### src/rtl/unibus_pkg.sv
// Shared types and constants for the Unibus bus-ownership arbiter.
package unibus_pkg;

  typedef enum logic [1:0] {
    StIdle,
    StSettle,
    StGrant,
    StMaster
  } arb_state_e;

  typedef enum logic [1:0] {
    GntNone,
    GntNpr,
    GntBr
  } gnt_type_e;

  // Bus priority level of bus_br[0]
  localparam int unsigned BrBaseLevel = 4;

  // Index width for n entries, never zero
  function automatic int unsigned idx_width(input int unsigned n);
    return (n > 1) ? $clog2(n) : 1;
  endfunction

endpackage

### src/rtl/arb_prio_enc.sv
// Combinational fixed-priority encoder; MsbFirst selects whether the highest
// or the lowest set bit wins.
module arb_prio_enc
  import unibus_pkg::*;
#(
  parameter int unsigned Width    = 4,
  parameter bit          MsbFirst = 1'b0,
  localparam int unsigned IdxW    = idx_width(Width)
) (
  input  logic [Width-1:0] req_i,
  output logic             valid_o,
  output logic [IdxW-1:0]  idx_o
);

  always_comb begin
    valid_o = |req_i;
    idx_o   = '0;
    if (MsbFirst) begin
      for (int unsigned i = 0; i < Width; i++) begin
        if (req_i[i]) idx_o = IdxW'(i);
      end
    end else begin
      for (int i = int'(Width) - 1; i >= 0; i--) begin
        if (req_i[i]) idx_o = IdxW'(i);
      end
    end
  end

endmodule

### src/rtl/unibus_arbiter.sv
// Parametrised Unibus BR/NPR bus-ownership arbiter.
// Define UNIBUS_SACK_TIMEOUT_EN to build the no-SACK timeout and nosack pulse.
module unibus_arbiter
  import unibus_pkg::*;
#(
  parameter int unsigned NBR      = 4,
  parameter int unsigned NNPR     = 1,
  parameter int unsigned SYNC_DLY = 4,
  parameter int unsigned SACK_TMO = 500
) (
  input  logic            clk,
  input  logic            reset,
  input  logic [NBR-1:0]  bus_br,
  input  logic [NNPR-1:0] bus_npr,
  input  logic            bus_sack,
  input  logic            bus_bbsy,
  input  logic            bus_init,
  input  logic [2:0]      ps_pl,
  input  logic            npr_ok,
  input  logic            br_ok,
  output logic [NBR-1:0]  bus_bg,
  output logic [NNPR-1:0] bus_npg,
  output logic            arb_busy,
  output logic            proc_release,
  output logic            nosack
);

  localparam int unsigned BrIdxW  = idx_width(NBR);
  localparam int unsigned NprIdxW = idx_width(NNPR);
  localparam int unsigned CntW    = idx_width(SYNC_DLY);

  arb_state_e      state_q, state_d;
  gnt_type_e       gtype_q, gtype_d;
  logic [CntW-1:0] settle_cnt_q, settle_cnt_d;
  logic [NBR-1:0]  bg_q, bg_d;
  logic [NNPR-1:0] npg_q, npg_d;
  // Bus request pins are asynchronous to clk; register them before use
  logic [NBR-1:0]  br_sync_q, br_sync_d;
  logic [NNPR-1:0] npr_sync_q, npr_sync_d;

  logic [NBR-1:0]     br_elig;
  logic [NNPR-1:0]    npr_elig;
  logic               br_valid, npr_valid;
  logic [BrIdxW-1:0]  br_idx;
  logic [NprIdxW-1:0] npr_idx;

  always_comb begin
    npr_elig = bus_npr_gate(npr_sync_q, npr_ok);
    for (int unsigned i = 0; i < NBR; i++) begin
      br_elig[i] = br_sync_q[i] && br_ok && ((BrBaseLevel + i) > {29'b0, ps_pl});
    end
  end

  function automatic logic [NNPR-1:0] bus_npr_gate(input logic [NNPR-1:0] req,
                                                    input logic ok);
    return ok ? req : '0;
  endfunction

  arb_prio_enc #(
    .Width    (NNPR),
    .MsbFirst (1'b0)
  ) u_npr_enc (
    .req_i   (npr_elig),
    .valid_o (npr_valid),
    .idx_o   (npr_idx)
  );

  arb_prio_enc #(
    .Width    (NBR),
    .MsbFirst (1'b1)
  ) u_br_enc (
    .req_i   (br_elig),
    .valid_o (br_valid),
    .idx_o   (br_idx)
  );

`ifdef UNIBUS_SACK_TIMEOUT_EN
  localparam int unsigned TmoW = idx_width(SACK_TMO);
  logic [TmoW-1:0] tmo_cnt_q, tmo_cnt_d;
  logic            nosack_q, nosack_d;
`endif

  always_comb begin
    state_d      = state_q;
    gtype_d      = gtype_q;
    settle_cnt_d = settle_cnt_q;
    bg_d         = bg_q;
    npg_d        = npg_q;
    br_sync_d    = bus_br;
    npr_sync_d   = bus_npr;
`ifdef UNIBUS_SACK_TIMEOUT_EN
    tmo_cnt_d    = tmo_cnt_q;
    nosack_d     = 1'b0;
`endif

    unique case (state_q)
      StIdle: begin
        if (npr_valid || br_valid) begin
          state_d      = StSettle;
          settle_cnt_d = CntW'(SYNC_DLY - 1);
        end
      end
      StSettle: begin
        if (settle_cnt_q != '0) begin
          settle_cnt_d = settle_cnt_q - 1'b1;
        end else if (npr_valid) begin
          state_d = StGrant;
          gtype_d = GntNpr;
          npg_d   = NNPR'(1) << npr_idx;
          bg_d    = '0;
`ifdef UNIBUS_SACK_TIMEOUT_EN
          tmo_cnt_d = '0;
`endif
        end else if (br_valid) begin
          state_d = StGrant;
          gtype_d = GntBr;
          bg_d    = NBR'(1) << br_idx;
          npg_d   = '0;
`ifdef UNIBUS_SACK_TIMEOUT_EN
          tmo_cnt_d = '0;
`endif
        end else begin
          state_d = StIdle;
        end
      end
      StGrant: begin
        // SACK takes precedence over a timeout falling on the same edge
        if (bus_sack) begin
          state_d = StMaster;
          gtype_d = GntNone;
          bg_d    = '0;
          npg_d   = '0;
        end
`ifdef UNIBUS_SACK_TIMEOUT_EN
        else if (tmo_cnt_q == TmoW'(SACK_TMO - 1)) begin
          state_d  = StIdle;
          gtype_d  = GntNone;
          bg_d     = '0;
          npg_d    = '0;
          nosack_d = 1'b1;
        end else begin
          tmo_cnt_d = tmo_cnt_q + 1'b1;
        end
`endif
      end
      StMaster: begin
        if (!bus_sack && !bus_bbsy) state_d = StIdle;
      end
      default: state_d = StIdle;
    endcase

    if (bus_init) begin
      state_d      = StIdle;
      gtype_d      = GntNone;
      settle_cnt_d = '0;
      bg_d         = '0;
      npg_d        = '0;
      br_sync_d    = '0;
      npr_sync_d   = '0;
`ifdef UNIBUS_SACK_TIMEOUT_EN
      tmo_cnt_d    = '0;
      nosack_d     = 1'b0;
`endif
    end
  end

  always_ff @(posedge clk or negedge reset) begin
    if (!reset) begin
      state_q      <= StIdle;
      gtype_q      <= GntNone;
      settle_cnt_q <= '0;
      bg_q         <= '0;
      npg_q        <= '0;
      br_sync_q    <= '0;
      npr_sync_q   <= '0;
    end else begin
      state_q      <= state_d;
      gtype_q      <= gtype_d;
      settle_cnt_q <= settle_cnt_d;
      bg_q         <= bg_d;
      npg_q        <= npg_d;
      br_sync_q    <= br_sync_d;
      npr_sync_q   <= npr_sync_d;
    end
  end

`ifdef UNIBUS_SACK_TIMEOUT_EN
  always_ff @(posedge clk or negedge reset) begin
    if (!reset) begin
      tmo_cnt_q <= '0;
      nosack_q  <= 1'b0;
    end else begin
      tmo_cnt_q <= tmo_cnt_d;
      nosack_q  <= nosack_d;
    end
  end
  assign nosack = nosack_q;
`else
  assign nosack = 1'b0;
`endif

  always_comb begin
    bus_bg       = ((state_q == StGrant) && (gtype_q == GntBr)) ? bg_q : '0;
    bus_npg      = ((state_q == StGrant) && (gtype_q == GntNpr)) ? npg_q : '0;
    arb_busy     = (state_q != StIdle);
    proc_release = (state_q == StMaster);
  end

endmodule
### config.mk
export PLATFORM = sky130hd
export DESIGN_NAME = unibus_arbiter
export DESIGN_NICKNAME = d
export VERILOG_FILES = /design/src/rtl/unibus_pkg.sv /design/src/rtl/arb_prio_enc.sv /design/src/rtl/unibus_arbiter.sv
export SDC_FILE = /design/constraint.sdc
export NUM_CORES = 1
export LEC_CHECK = 0
export ABC_AREA = 1
export ABC_CLOCK_PERIOD_IN_PS = 1700
export BUFFER_PORTS_ARGS = -buffer_cell sky130_fd_sc_hd__buf_2
export CORE_UTILIZATION = 52
export DETAILED_ROUTE_END_ITERATION = 6
export GPL_TIMING_DRIVEN = 0
export MAX_ROUTING_LAYER = met4
export PLACE_DENSITY = 0.85
export SLEW_MARGIN = 10
export SYNTH_ARGS = -nofsm -noshare
export SYNTH_HDL_FRONTEND = slang
export SYNTH_SLANG_ARGS = --single-unit
export TNS_END_PERCENT = 1
### constraint.sdc
create_clock -name clk -period 1.7 [get_ports clk]
set_input_delay 0.255 -clock clk [delete_from_list [all_inputs] [get_ports clk]]
set_output_delay 0.255 -clock clk [all_outputs]
set_load 0.02 [all_outputs]
==> flow_summary.toml <==
[route]
drtIter0Drc = 22
wirelength_um = 1910
ant_nets = 0
viasPerCell = 4.805
routedWlPerCell_um = 10.05
vias = 913
drt-pass1-iter-count = 4
drcViolationCount = 0

[die]
start_util_pct = 55.91
die_width_um = 45.32
io_pins = 23
core_um2 = 1745
die_area_um2 = 2054
num_rows = 15
die_y_um = 45.32

[worst_setup_path]
start_kind = "flip-flop"
worst_path_most_repeated_cell = "inv_2"
r2r-start = "state_q[0]"
endpoint_kind = "output port"
worstPathRequired_ns = 1.44
critPathArrivalTime_ns = 1.33
cpPeakStageDelay_ns = 0.41
cp_max_fo = 6
r2r_cells = 8
rrSetupSlack_ns = 0.33
slowest_stage = "dfrtp_1"
r2r_end = "bg_q[3]"
path_cells = "inv_2, nand2_4, inv_2, nand3_2, nor2_1, buf_4"
worst-setup-path-type = "flip-flop to output port"

[finish]
finalInstanceArea_um2 = 1181
fillers = 166
syn2layout_area_growth_pct = 21.03
final_nets = 182
antenna_cells = 0
drive_above_1_share_pct = 30.91

[sta]
finalSetupTns_ns = 0
drv_slew = 0
finalSetupViolations = 0
rsz0062_at_grt = "false"
min_period_over_period_pct = 93.05
skew_ns = 0.007295
finalHoldViolations = 0
max_freq_mhz = 632.2
setup_ws_ns = 0.1182
final.min_clock_period_ns = 1.582

[flow_run]
maxCapViolations = 0

[grt]
grt_pass1_wl_um = 3146
track_usage_pct = 22.00
grt_max_degree = 16
grt-ovfl-total = 0
antenna_found_initial = 0
grt_pass1_vias = 815

[synthesis]
yosys-top-cells-count = "nand2_1, nor2_1, inv_1, dfrtp_1, nand4_1"
yosys.area.top_type_share_pct = 38.46
synth.distinct_cells = 24
synthAdderAreaFrac_pct = 1.282
synth_area_um2 = 975.9
synth-compound-area-share_pct = 2.308
synth_edf_count = 0
synthFlopType = "dfrtp_1"
synthMuxAreaShare_pct = 0
synth.area.top_cells = "dfrtp_1, nand2_1, nor2_1"
yosysMostFrequentCell = "nand2_1"
synthXorXnorAreaFrac_pct = 0
yosys_warnings = 0
synth-seq-cells = 15
syn-num-nets = 152
yosysSeqAreaShare_pct = 38.46
syn_avg_cell_area_um2 = 7.176
synth_top_family_by_area = "simple AND/OR/NAND/NOR gates"
netlist_instances = 136
yosys.area_share.simple_pct = 46.15
async_flop_share_pct = 100.0
synth_top_cell_by_area = "dfrtp_1"

[clock_network]
clock_sinks = 15
htree_levels = 1
cts-buffers-inserted = 3
clock_latency_ns = 0.28
cts_root_buffer = "clkbuf_4"
cts.clk_slew.worst_paths_ns = 0.09
clockBufferDepth = 2
cts_tree = "done"

[pwr]
power.total_uw = 1335
peakVddDrop_v = 0.0008036
p_per_area_nw_per_um2 = 1130
total_leakage_power_uw = 0.0006911

[status]
status = "completed"

[worst_hold_path]
holdPathEnd = "npr_sync_q"
hp-class = "primary input to flip-flop"
min-delay-start = "bus_npr"
hold_path_depth = 3

[placement]
pre_cts_ws_ns = 0.3298
dpl_cell_area_um2 = 1112
portBuffers = 21
gp_congestion = 0.8053
dp_hpwl_um = 1486
-- report_power, final --
| part | switching (uW) | internal [uW] |
|---|---|---|
| clock | 113 | 87.4 |
| sequential | 61.7 | 437 |
| combinational | 391 | 244 |
-- how the worst max path moves through the flow --
stage	startpoint	to	slack, ns	cells past startpoint
global placement	state_q[1]	bus_bg[1]	0.36	5
detailed placement	state_q[0]	bus_bg[0]	0.33	6
finish	state_q[0]	bus_bg[0]	0.12	6
global route	state_q[0]	bus_bg[0]	0.02	6
floorplan	state_q[0]	bus_bg[0]	0.40	5
CTS	state_q[0]	bus_bg[0]	0.003	6
-- layer usage --
metal,GRT usage [%],vias up,part of all wire [%]
met4,9.091,0,1.2
met5,-,-,0
met2,38.26,20,51
met1,25.56,410,44
met3,2.400,4,3.4
li1,-,479,-
-- cell type report --
type | count | area, um^2 | share of cell area (%)
Sequential cell | 15 | 376.6 | 31.89
Timing Repair Buffer | 25 | 140.1 | 11.86
Clock inverter | 1 | 5.005 | 0.4237
Clock buffer | 3 | 22.52 | 1.907
Inverter | 24 | 90.09 | 7.627
Tap cell | 25 | 31.28 | 2.648
Buffer | 2 | 21.27 | 1.801
Multi-Input combinational cell | 95 | 494.2 | 41.84
-- worst max-delay path: cells and delay by family, from the launching register on --
| family | cells | cell delay [ns] |
|---|---|---|
| buf+inv | 3 | 0.33 |
| simple gates | 3 | 0.29 |
| flops | 1 | 0.41 |
-- flip-flops by register name (all words and copies together) (netlist names) --
name and flops:
bg_q 4, br_sync_q 4, gtype_q 2, npr_sync_q 1, settle_cnt_q 2, state_q 2
-- stage by stage --
stage,utilization [%],hold slack [ns],std cells
2_1_floorplan,-,-0.04059,136
3_3_place_gp,63.73,0.1695,182
3_5_place_dp,63.73,0.1784,182
4_1_cts,65.88,0.1540,187
5_1_grt,67.67,0.1481,190
6_report,67.67,0.1566,190
-- what timing repair did --
item,4_1_cts,5_1_grt
endpoints found under the setup margin,0,4
gates resized for setup,0,3
buffers inserted,0,3
hold buffers,1,0
hold endpoints to repair,15,0
-- kinds of logic after synthesis --
kind of cell             Yosys count
AND/OR/NAND/NOR                   89
buffers and inverters             26
flip-flops                        15
AO/OA/AOI/OAI                      4
adder cells (fa/ha/maj)            1
other                              1
-- layout by cell type, fill, tap and decap left out, types with 2 or more instances in the layout --
master,synthesis,final
nand2_1,39,39
nor2_1,21,21
inv_1,20,20
buf_2,0,20
dfrtp_1,15,14
nand4_1,7,7
buf_4,1,5
inv_2,4,4
nand2_2,4,4
nand3_2,2,3
nand3_1,4,3
nor2_2,3,3
o21ai_0,3,3
clkbuf_4,0,3
nor3_1,2,2
Note: power is estimated with default switching activity, not from simulation.
